--- src/rtl/piso_tx_pkg.sv ---
// rtl/piso_tx_pkg.sv - shared state encoding, output bundle and counter-width helper for piso_tx
package piso_pkg;

  typedef logic [1:0] piso_state_t;

  localparam piso_state_t ST_IDLE   = 2'd0;
  localparam piso_state_t ST_SHIFT  = 2'd1;
  localparam piso_state_t ST_PARITY = 2'd2;

  // Every output leaves the block from one of these flops.
  typedef struct packed {
    logic sout;
    logic sout_valid;
    logic busy;
    logic done;
    logic load_ready;
  } piso_out_t;

  // Bit counter must hold WIDTH-1; never narrower than one bit.
  function automatic int cnt_width(input int width);
    return (width <= 2) ? 1 : $clog2(width);
  endfunction

endpackage

--- src/rtl/piso_tx_if.sv ---
// rtl/piso_tx_if.sv - load handshake and serial output bundle between a producer and piso_tx
interface piso_tx_if #(
  parameter int WIDTH = 8
) ();

  logic [WIDTH-1:0] load_data;
  logic             load_valid;
  logic             load_ready;
  logic             sout;
  logic             sout_valid;
  logic             busy;
  logic             done;

  modport master (
    output load_data,
    output load_valid,
    input  load_ready,
    input  sout,
    input  sout_valid,
    input  busy,
    input  done
  );

  modport slave (
    input  load_data,
    input  load_valid,
    output load_ready,
    output sout,
    output sout_valid,
    output busy,
    output done
  );

endinterface

--- src/rtl/piso_bit_cnt.sv ---
// rtl/piso_bit_cnt.sv - loadable down-counter of remaining frame bits with a zero flag
module piso_bit_cnt
  import piso_pkg::*;
#(
  parameter int WIDTH = 8
) (
  input  logic clk,
  input  logic rst,
  input  logic load_i,
  input  logic dec_i,
  output logic zero_o
);

  localparam int            CW       = cnt_width(WIDTH);
  localparam logic [CW-1:0] LOAD_VAL = CW'(WIDTH - 1);

  logic [CW-1:0] cnt_q;
  logic [CW-1:0] cnt_d;

  assign zero_o = (cnt_q == '0);

  // Decrement stops at zero so the count can only be refreshed by a new load.
  always_comb begin
    cnt_d = cnt_q;
    if (load_i) begin
      cnt_d = LOAD_VAL;
    end else if (dec_i && !zero_o) begin
      cnt_d = cnt_q - CW'(1);
    end
  end

  always_ff @(posedge clk or posedge rst) begin
    if (rst) begin
      cnt_q <= '0;
    end else begin
      cnt_q <= cnt_d;
    end
  end

endmodule

--- src/rtl/piso_tx.sv ---
// rtl/piso_tx.sv - MSB-first parallel-in/serial-out transmitter with valid/ready load side
// Defining PISO_TX_PARITY_EN appends one even-parity bit to every frame.
module piso_tx
  import piso_pkg::*;
#(
  parameter int WIDTH = 8
) (
  input  logic     clk,
  input  logic     rst,
  piso_tx_if.slave bus
);

  piso_state_t      state_q;
  piso_state_t      state_d;
  logic [WIDTH-1:0] shreg_q;
  logic [WIDTH-1:0] shreg_d;
  piso_out_t        out_q;
  piso_out_t        out_d;
  logic             handshake;
  logic             cnt_load;
  logic             cnt_dec;
  logic             cnt_zero;
`ifdef PISO_TX_PARITY_EN
  logic             parity_q;
  logic             parity_d;
`endif

  assign handshake = bus.load_valid && out_q.load_ready;

  assign bus.sout       = out_q.sout;
  assign bus.sout_valid = out_q.sout_valid;
  assign bus.busy       = out_q.busy;
  assign bus.done       = out_q.done;
  assign bus.load_ready = out_q.load_ready;

  piso_bit_cnt #(
    .WIDTH (WIDTH)
  ) u_bit_cnt (
    .clk    (clk),
    .rst    (rst),
    .load_i (cnt_load),
    .dec_i  (cnt_dec),
    .zero_o (cnt_zero)
  );

  // Outputs are computed one cycle ahead so the first bit lands the cycle after the handshake.
  always_comb begin
    state_d  = state_q;
    shreg_d  = shreg_q;
    out_d    = '0;
    cnt_load = 1'b0;
    cnt_dec  = 1'b0;
`ifdef PISO_TX_PARITY_EN
    parity_d = parity_q;
`endif

    case (state_q)
      ST_IDLE: begin
        out_d.load_ready = 1'b1;
        if (handshake) begin
          state_d          = ST_SHIFT;
          shreg_d          = bus.load_data;
          cnt_load         = 1'b1;
          out_d.sout       = bus.load_data[WIDTH-1];
          out_d.sout_valid = 1'b1;
          out_d.busy       = 1'b1;
          out_d.load_ready = 1'b0;
`ifdef PISO_TX_PARITY_EN
          parity_d         = ^bus.load_data;
`endif
        end
      end

      ST_SHIFT: begin
        shreg_d = shreg_q << 1;
        if (!cnt_zero) begin
          cnt_dec          = 1'b1;
          out_d.sout       = shreg_q[WIDTH-2];
          out_d.sout_valid = 1'b1;
          out_d.busy       = 1'b1;
        end else begin
`ifdef PISO_TX_PARITY_EN
          state_d          = ST_PARITY;
          out_d.sout       = parity_q;
          out_d.sout_valid = 1'b1;
          out_d.busy       = 1'b1;
`else
          state_d          = ST_IDLE;
          out_d.done       = 1'b1;
          out_d.load_ready = 1'b1;
`endif
        end
      end

`ifdef PISO_TX_PARITY_EN
      ST_PARITY: begin
        state_d          = ST_IDLE;
        out_d.done       = 1'b1;
        out_d.load_ready = 1'b1;
      end
`endif

      default: begin
        state_d = ST_IDLE;
      end
    endcase
  end

  always_ff @(posedge clk or posedge rst) begin
    if (rst) begin
      state_q  <= ST_IDLE;
      shreg_q  <= '0;
      out_q    <= '0;
`ifdef PISO_TX_PARITY_EN
      parity_q <= 1'b0;
`endif
    end else begin
      state_q  <= state_d;
      shreg_q  <= shreg_d;
      out_q    <= out_d;
`ifdef PISO_TX_PARITY_EN
      parity_q <= parity_d;
`endif
    end
  end

endmodule

--- src/flat_wrapper.sv ---
// flat-port wrapper written by rule: the top's interface ports become plain ports
module piso_tx_flat import piso_pkg::*;
#(
  parameter int WIDTH = 8
)
  (clk, rst, bus_load_data, bus_load_valid, bus_load_ready, bus_sout, bus_sout_valid, bus_busy, bus_done);
  piso_tx_if #(.WIDTH(WIDTH)) bus_i ();
  input  logic clk;
  input  logic rst;
  input wire logic [$bits(bus_i.load_data)-1:0] bus_load_data;
  input wire logic [$bits(bus_i.load_valid)-1:0] bus_load_valid;
  output wire logic [$bits(bus_i.load_ready)-1:0] bus_load_ready;
  output wire logic [$bits(bus_i.sout)-1:0] bus_sout;
  output wire logic [$bits(bus_i.sout_valid)-1:0] bus_sout_valid;
  output wire logic [$bits(bus_i.busy)-1:0] bus_busy;
  output wire logic [$bits(bus_i.done)-1:0] bus_done;
  assign bus_i.load_data = bus_load_data;
  assign bus_i.load_valid = bus_load_valid;
  assign bus_load_ready = bus_i.load_ready;
  assign bus_sout = bus_i.sout;
  assign bus_sout_valid = bus_i.sout_valid;
  assign bus_busy = bus_i.busy;
  assign bus_done = bus_i.done;
  piso_tx #(.WIDTH(WIDTH)) u_core (.clk(clk), .rst(rst), .bus(bus_i));
endmodule
--- config.mk ---
export PLATFORM = sky130hd
export DESIGN_NAME = piso_tx_flat
export DESIGN_NICKNAME = d
export VERILOG_FILES = /design/src/rtl/piso_tx_pkg.sv /design/src/rtl/piso_tx_if.sv /design/src/rtl/piso_bit_cnt.sv /design/src/rtl/piso_tx.sv /design/src/flat_wrapper.sv
export SDC_FILE = /design/constraint.sdc
export NUM_CORES = 1
export LEC_CHECK = 0
export CORE_MARGIN = 2
export CORE_UTILIZATION = 46
export DETAILED_ROUTE_END_ITERATION = 16
export HOLD_SLACK_MARGIN = 0.12
export PLACE_DENSITY = 0.74
export SETUP_SLACK_MARGIN = 0.02
export SYNTH_ARGS = -nofsm -noshare
export SYNTH_HDL_FRONTEND = slang
export SYNTH_SLANG_ARGS = --single-unit
--- constraint.sdc ---
create_clock -name clk -period 1.68 [get_ports clk]
set_clock_uncertainty 0.05 [all_clocks]
set_input_delay 0.252 -clock clk [delete_from_list [all_inputs] [get_ports clk]]
set_output_delay 0.252 -clock clk [all_outputs]
set_load 0.02 [all_outputs]
# After elaboration in Yosys (flattened, before gate mapping)

Cells that the tools add are included.
W data, S select, Z words.

Input port bits: 11
Flip-flop bits (word level): 17
Output and inout bits: 5

Reduce and logical (&&, ||, !) cells: 9
Add/subtract/negate cells: 1
Mux-type cells: 18
Eq/ne operators: 3

Operator list:

| operator              | count |
|---|---|
| $pmux W7 S2           | 1 |
| $mux W3               | 4 |
| $mux W7               | 1 |
| $mux W1               | 6 |
| $mux W2               | 3 |
| $pmux W3 S2           | 1 |
| $ne A2 B1 Y1 const B  | 2 |
| $pmux W2 S2           | 1 |
| $reduce_and A2 Y1     | 2 |
| $reduce_bool A2 Y1    | 2 |
| $logic_not A3 Y1      | 1 |
| $sub A3 B1 Y3 const B | 1 |
| $eq A2 B1 Y1 const B  | 1 |
| $logic_and A1 B1 Y1   | 2 |
| $logic_not A2 Y1      | 1 |
| $pmux W1 S2           | 1 |
| $logic_not A1 Y1      | 1 |

# Logic depth before layout (Yosys ltp)

Gate-level depths: netlist of the first run.

Depth after elaboration: 6
Gate-level depth with buffers: 5
Depth with buffers taken out: 5

# Hierarchy

Synthesis of the first run repeated with hierarchy kept, for this count alone.

Cells, all modules: 76
Area, all modules: 782.0 um2

Modules (own cells, without submodules):

| module       | cells each | sequential area each (um2) | area an instance (um2) | times used |
|---|---|---|---|---|
| piso_tx      | 58         | 300.3                      | 594.3                  | 1 |
| piso_bit_cnt | 18         | 75.1                       | 187.7                  | 1 |

# Least setup slack after synthesis of the first run

No wires, ideal clock.

Path type: flip-flop to flip-flop
Start point: register u_core.u_bit_cnt.cnt_q[0]
End point: register u_core.u_bit_cnt.cnt_q[0]
Arrival time: 1.049 ns
Stages on the path, launching flop included: 6
Setup time: 0.126 ns
Slack: 0.455 ns
Cells stage by stage: dfrtp_1 > inv_1 > ha_1 > nor2b_1 > a21o_4 > mux2i_1

Cells in the longest elaborated chain, start to end: 5
Elaborated cells between the ends (all ways): 9
Those cells by class: 1 x add/sub; 4 x mux; 4 x reduce/logical

Ends and longest elaborated chain:

| what                                                  | RTL line           | text |
|---|---|---|
| from (decl)                                           | piso_bit_cnt.sv:17 | `logic [CW-1:0] cnt_q;` |
| from (signal assigned)                                | piso_bit_cnt.sv:36 | `cnt_q <= cnt_d;` |
| branches (longest 5 deep; another with $sub A3 B1 Y3) | -                  |  |

Several ways; the timed one is not identified. The select of a mux whose other input is x is not followed.
A chain may end at the register's enable or synchronous reset.

==> run summary, run 1 <==
### Floorplanning
- 42.2 um — die outline height
- 13 — row count
- 16 — count of boundary I/O pins
- 42.2 um — Chip Width
- 1780 sq um — die area
- 50.3% — Initial Utilization
- 1330 sq um — placeable core region

### Timing
- 62.9% — worst max-slew margin expressed relative to the limit
- 1530 ps — post-layout minimum cycle time
- 261 ps — worst hold slack
- 0 — number of endpoints with negative hold slack in the final report
- 653 MHz — highest clock frequency the design can meet
- 0 ps — Setup TNS
- no — RSZ-0062 raised after global routing
- 0 — max-slew violation total from the final report
- 91.1% — post-route clock period utilization
- 556 ps — slew at the pin closest to its max-slew limit
- 0 — setup-violating endpoint count in the final report

### Placed design
- 0.788 — placer congestion estimate
- 15 — IO buf count
- 768 um — HPWL Detailed

### Clock tree
- 15 — Sinks on Clock Net
- 2 — Clock Tree Buf Depth
- 0 — hold-fix buffer count after cts
- 80 ps — clock-pin transition on the worst setup and hold timing paths
- 3 — total clock buffers created by CTS
- 0 — Setup Fix Bufs, Post-CTS
- 280 ps — latest clock arrival within the worst-skew pair
- yes — TritonCTS clock tree
- sky130_fd_sc_hd__clkbuf_4 — clock root buffer
- 1 — H-tree levels

### Routing
- 5.10 — via density per instance
- 0 — remaining antenna violation count
- 11 — DRC violation total after the first TritonRoute iteration
- 469 — via count
- 1090 um — wirelength, routed
- 4 — count of TritonRoute iterations in the first routing pass
- 0 — # DRC
- 11.8 um — Routed wire per std cell

### Layout
- 6.49% — layout cells sized above 1
- 256 sq um — combined area of the multi-input logic cells
- 25.9% — area growth from synthesis to layout
- 104 — number of inserted filler cells in the final layout
- 375 sq um — Seq. cell area
- 91 — Layout Nets
- 0 — number of diodes added for antenna fixing
- 63.3% — utilization after layout

### GRT
- 20.3% — global routing usage on met2
- 3.02% — met3 layer usage reported by global route
- met2 — routing layer with the top usage in global route
- 440 — via count of the first global-routing pass
- 22 — pin count of the biggest net entering global routing
- 0 — initial antenna violation count
- 14.5% — GRT Util Overall
- 1950 um — global-route wire length before repair
- 0 — remaining global-route overflow
- 20.3% — met1 GRT Util

### Yosys
- 56.0% — sequential-to-total area share from yosys stat
- 74 — net count after synthesis
- 17 — Synth cell types
- 61 — cell count after synthesis
- 11.0 sq um — post-synthesis area per instance
- 15 — number of synthesized register bits
- sky130_fd_sc_hd__dfrtp_1 56%, sky130_fd_sc_hd__mux2i_1 12%, sky130_fd_sc_hd__o21ai_0 5.2% — top cells by area in the synthesized netlist
- sky130_fd_sc_hd__dfrtp_1 — cell taking the most area after synthesis
- 0 — Yosys warnings
- 56.0% — top cell type's share of synthesized area
- 671 sq um — synthesized cell area

### Power
- 1560 nW/um^2 — power density of the placed cells
- 0.410 nW — static power due to leakage
- 1.32 mW — total power of the final layout
- 890 uV — VDD IR-drop max

### Worst setup path
- sky130_fd_sc_hd__clkdlybuf4s50_1 — cell with the largest stage delay on the worst path
- u_core.u_bit_cnt.cnt_q[0]$_DFFE_PP0P_ — endpoint of the most critical register-to-register path
- 1 — Bufs and invs on worst path
- 1230 ps — Data arrival, critical path
- flop — Critical Path Start Type
- u_core.u_bit_cnt.cnt_q[0]$_DFFE_PP0P_ — reg-to-reg startpoint
- 290 ps — register-to-register setup slack
- clkdlybuf4s50_1 — Critical Path, Cell by Cell
- 600 ps — maximum cell stage delay along the critical path
- 2 — Crit Path Max Fanout
- primary output — critical path capture point type
- buffers and inverters — Top Family by Delay on Critical Path
- 5 — worst reg2reg path depth
- 1380 ps — Crit path required time
- flop to primary output — startpoint-to-endpoint class of the critical path

### Flow run
- 0 — max-cap violation count

### Min path
- primary input to async pin — classification of the worst-slack hold path

### Outcome
- completed — outcome

==> synth_stat cells <==
library cell               n
sky130_fd_sc_hd__a21o_4    1
sky130_fd_sc_hd__a21oi_1   3
sky130_fd_sc_hd__a22oi_1   1
sky130_fd_sc_hd__and2_1    1
sky130_fd_sc_hd__buf_2     1
sky130_fd_sc_hd__buf_4     2
sky130_fd_sc_hd__dfrtp_1  15
sky130_fd_sc_hd__ha_1      2
sky130_fd_sc_hd__inv_1     5
sky130_fd_sc_hd__mux2i_1   8
sky130_fd_sc_hd__nand2_1   8
sky130_fd_sc_hd__nand2_2   1
sky130_fd_sc_hd__nand3_1   2
sky130_fd_sc_hd__nor2b_1   2
sky130_fd_sc_hd__nor3b_1   1
sky130_fd_sc_hd__o21ai_0   7
sky130_fd_sc_hd__o22ai_1   1
==> report_power, final <==
part | switching [mW] | internal (mW)
Sequential | 0.118 | 0.498
Clock | 0.109 | 0.0921
Combinational | 0.248 | 0.255
Total | 0.475 | 0.844
==> stage by stage <==
stage          std cells  setup WS, ps  cell area, sq um
4_1_cts               92           132               845
6_report              92           149               845
3_3_place_gp          88           245               820
2_1_floorplan         61           455               671
5_1_grt               92           106               845
3_5_place_dp          88           174               820
==> sequential cells by signal, summed over array words and instances (netlist names) <==
register / count
u_core.shreg_q: 7
u_core.bus.done: 1
u_core.u_bit_cnt.cnt_q: 3
u_core.bus.busy: 1
u_core.bus.sout: 1
u_core.bus.load_ready: 1
u_core.state_q: 1
==> timing repair <==
action	in CTS	in global routing
hold endpoints to repair	0	0
setup endpoints to repair	1	0
resized for setup	1	0
==> layout by cell type, fill, tap and decap left out, drive strengths merged <==
| cell type | count |
|---|---|
| a21o | 1 |
| and2 | 1 |
| nand2 | 9 |
| o21ai | 7 |
| a21oi | 3 |
| mux2i | 8 |
| inv | 5 |
| o22ai | 1 |
| a22oi | 1 |
| nor2b | 2 |
| dlygate4sd2 | 1 |
| dfrtp | 15 |
| clkdlybuf4s50 | 14 |
| clkbuf | 4 |
| ha | 2 |
| nor3b | 1 |
| nand3 | 2 |
==> layer usage <==
layer	up-vias	wire, um	share of wire (%)
met4	0	33	3.0
met5	-	0	0
met3	4	68	6.3
li1	234	-	-
met2	15	456	42
met1	216	528	49
==> how the worst max path moves through the flow <==
stage	start	end	slack [ps]	cells past startpoint
6_report	u_core.bus.busy$_DFF_PP0_	bus_sout_valid	150	1
4_1_cts	u_core.bus.busy$_DFF_PP0_	bus_sout_valid	130	1
2_1_floorplan	u_core.u_bit_cnt.cnt_q[0]$_DFFE_PP0P_	u_core.u_bit_cnt.cnt_q[0]$_DFFE_PP0P_	460	5
5_1_grt	u_core.u_bit_cnt.cnt_q[0]$_DFFE_PP0P_	u_core.u_bit_cnt.cnt_q[1]$_DFFE_PP0P_	110	5
3_5_place_dp	bus_load_valid	u_core.shreg_q[2]$_DFFE_PP0P_	170	4
3_3_place_gp	bus_load_valid	u_core.shreg_q[3]$_DFFE_PP0P_	240	4
==> logic make-up after synthesis <==
kind of cell | share of synthesized area, %
adder cells (fa/ha/maj) | 3.73
multiplexers | 11.9
flip-flops | 56.0
buffers and inverters | 5.78
AND/OR/NAND/NOR | 10.8
AO/OA/AOI/OAI | 11.8
==> cell type report <==
class | count | area share (%)
Multi-Input combinational cell | 38 | 30.4
Tap cell | 15 | 2.22
Inverter | 5 | 2.22
Timing Repair Buffer | 15 | 17.6
Clock buffer | 4 | 3.11
Sequential cell | 15 | 44.4
(Power assumes the default switching activity.)
==> inputs of run 2 (changes only) <==
--- a/config.mk
+++ b/config.mk
@@ -5,7 +5,6 @@
 export SDC_FILE = /design/constraint.sdc
 export NUM_CORES = 1
 export LEC_CHECK = 0
-export CORE_MARGIN = 2
 export CORE_UTILIZATION = 46
 export DETAILED_ROUTE_END_ITERATION = 16
 export HOLD_SLACK_MARGIN = 0.12
==> run 2 against run 1 <==
Compared with the run above:
- worst hold slack gained 9.9 ps
- count of clock-buffer cells in the layout is the same
- die area shrank 9.3%
- setup slack lost 13 ps
- clock power is essentially flat
- critical path type unchanged
- largest power group unchanged
==> run summary, run 2 (same netlist as run 1, synthesis figures left out) <==
### Min path
- primary input to async pin — classification of the worst-slack hold path

### Worst setup path
- 5 — worst reg2reg path depth
- 2 — Crit Path Max Fanout
- sky130_fd_sc_hd__clkdlybuf4s50_1 — cell with the largest stage delay on the worst path
- clkdlybuf4s50_1 — Critical Path, Cell by Cell
- primary output — critical path capture point type
- 1240 ps — Data arrival, critical path
- flop to primary output — startpoint-to-endpoint class of the critical path
- 610 ps — maximum cell stage delay along the critical path
- 1 — Bufs and invs on worst path
- 1380 ps — Crit path required time
- flop — Critical Path Start Type
- buffers and inverters — Top Family by Delay on Critical Path
- 330 ps — register-to-register setup slack
- u_core.u_bit_cnt.cnt_q[0]$_DFFE_PP0P_ — endpoint of the most critical register-to-register path
- u_core.u_bit_cnt.cnt_q[0]$_DFFE_PP0P_ — reg-to-reg startpoint

### Routing
- 4 — count of TritonRoute iterations in the first routing pass
- 8 — DRC violation total after the first TritonRoute iteration
- 460 — via count
- 1070 um — wirelength, routed
- 0 — # DRC
- 11.6 um — Routed wire per std cell
- 5.00 — via density per instance
- 0 — remaining antenna violation count

### GRT
- 0 — initial antenna violation count
- 22 — pin count of the biggest net entering global routing
- 1700 um — global-route wire length before repair
- 16.7% — GRT Util Overall
- 395 — via count of the first global-routing pass
- 0 — remaining global-route overflow

### Layout
- 104 — number of inserted filler cells in the final layout
- 92 — final cell count without fillers
- u_core.shreg_q: 7 flops, u_core.u_bit_cnt.cnt_q: 3 flops — top flop regs
- 375 sq um — Seq. cell area
- 0 — number of diodes added for antenna fixing
- 256 sq um — combined area of the multi-input logic cells
- u_core.shreg_q — register with the most flip-flops
- 91 — Layout Nets
- 7 — flip-flop count of the largest register after layout
- 15 x sky130_fd_sc_hd__dfrtp_1, 14 x sky130_fd_sc_hd__clkdlybuf4s50_1, 8 x sky130_fd_sc_hd__mux2i_1, 8 x sky130_fd_sc_hd__nand2_1, 7 x sky130_fd_sc_hd__o21ai_0 — commonest cells after routing, fill and taps aside
- 6.49% — layout cells sized above 1
- 25.9% — area growth from synthesis to layout
- sky130_fd_sc_hd__dfrtp_1 — most common cell after layout, fill and taps aside

### Clock tree
- sky130_fd_sc_hd__clkbuf_4 — clock root buffer
- yes — TritonCTS clock tree
- 80 ps — clock-pin transition on the worst setup and hold timing paths
- 1 — PostCTS Resize Cnt
- 1 — H-tree levels
- 2 — Clock Tree Buf Depth
- 15 — Sinks on Clock Net
- 0 — hold-fix buffer count after cts
- 0 — Setup Fix Bufs, Post-CTS
- 280 ps — latest clock arrival within the worst-skew pair
- 3 — total clock buffers created by CTS

### Timing
- 271 ps — worst hold slack
- 0 — max-slew violation total from the final report
- 648 MHz — highest clock frequency the design can meet
- 63.1% — worst max-slew margin expressed relative to the limit
- 0 — number of endpoints with negative hold slack in the final report
- 0 ps — Setup TNS
- 1540 ps — post-layout minimum cycle time
- 91.9% — post-route clock period utilization
- 553 ps — slew at the pin closest to its max-slew limit
- no — RSZ-0062 raised after global routing
- 0 — setup-violating endpoint count in the final report

### Power
- 35.8% — switching part of the total power
- 47.0% — fraction of power consumed by sequential logic
- 1560 nW/um^2 — power density of the placed cells
- 37.9% — part of the total power dissipated in combinational logic
- 0.470 mW — Switch Pwr
- 15.2% — Clk network pwr share
- 794 uV — VDD IR-drop max
- 0.844 mW — internal power
- 0.410 nW — static power due to leakage

### Placed design
- 15 — IO buf count
- 0.757 — placer congestion estimate
- 88 — Placed Instances
- 770 um — HPWL Detailed

### Floorplanning
- 16 — count of boundary I/O pins
- 13 — row count
- 40.2 um — die outline height
- 1610 sq um — die area
- 1330 sq um — placeable core region
- 50.3% — Initial Utilization
- 40.2 um — Chip Width

### Flow run
- 0 — max-cap violation count

### Outcome
- completed — outcome

[run 2: cell counts in the layout (fill, tap and decap cells not counted)]
No cell type changed its count.
[run 2: stage by stage]
| stage | utilization, % | total power, mW | area, sq um | setup slack, ps |
|---|---|---|---|---|
| 6_report | 63.3 | 1.31 | 845 | 136 |
| 5_1_grt | 63.3 | 1.44 | 845 | 94.0 |
| 4_1_cts | 63.3 | 1.33 | 845 | 115 |
| 3_5_place_dp | 61.4 | 1.13 | 820 | 203 |
| 3_3_place_gp | 61.4 | 1.12 | 820 | 245 |
| 2_1_floorplan | - | 0.981 | 671 | 455 |
[run 2: layer usage]
layer,vias up,part of all wire [%],global-route usage (%)
met5,-,0,0
met4,0,0.84,7.50
met3,2,5.0,6.67
met2,10,44,22.2
met1,213,50,23.7
li1,235,-,-
[run 2: power groups by stage]
stage | clock [mW] | combinational (mW) | sequential (mW)
global placement | 0 | 0.499 | 0.621
floorplan | 0 | 0.370 | 0.612
finish | 0.200 | 0.498 | 0.617
CTS | 0.209 | 0.504 | 0.617
detailed placement | 0 | 0.512 | 0.623
global route | 0.225 | 0.571 | 0.640
[run 2: cell type report]
cell class	instances	share of cell area, %
clock buffer	4	3.11
multi-input combinational	38	30.4
sequential	15	44.4
timing repair buffer	15	17.6
tap	15	2.22
inverter	5	2.22
[run 2: how the worst max path moves through the flow]
stage / from / cells past startpoint / endpoint
final: u_core.bus.busy$_DFF_PP0_ / 1 / bus_sout_valid
after global routing: u_core.bus.busy$_DFF_PP0_ / 1 / bus_sout_valid
after CTS: u_core.bus.busy$_DFF_PP0_ / 1 / bus_sout_valid
after detailed placement: bus_load_valid / 4 / u_core.shreg_q[2]$_DFFE_PP0P_
after global placement: bus_load_valid / 4 / u_core.shreg_q[5]$_DFFE_PP0P_
after floorplan: u_core.u_bit_cnt.cnt_q[0]$_DFFE_PP0P_ / 5 / u_core.u_bit_cnt.cnt_q[0]$_DFFE_PP0P_
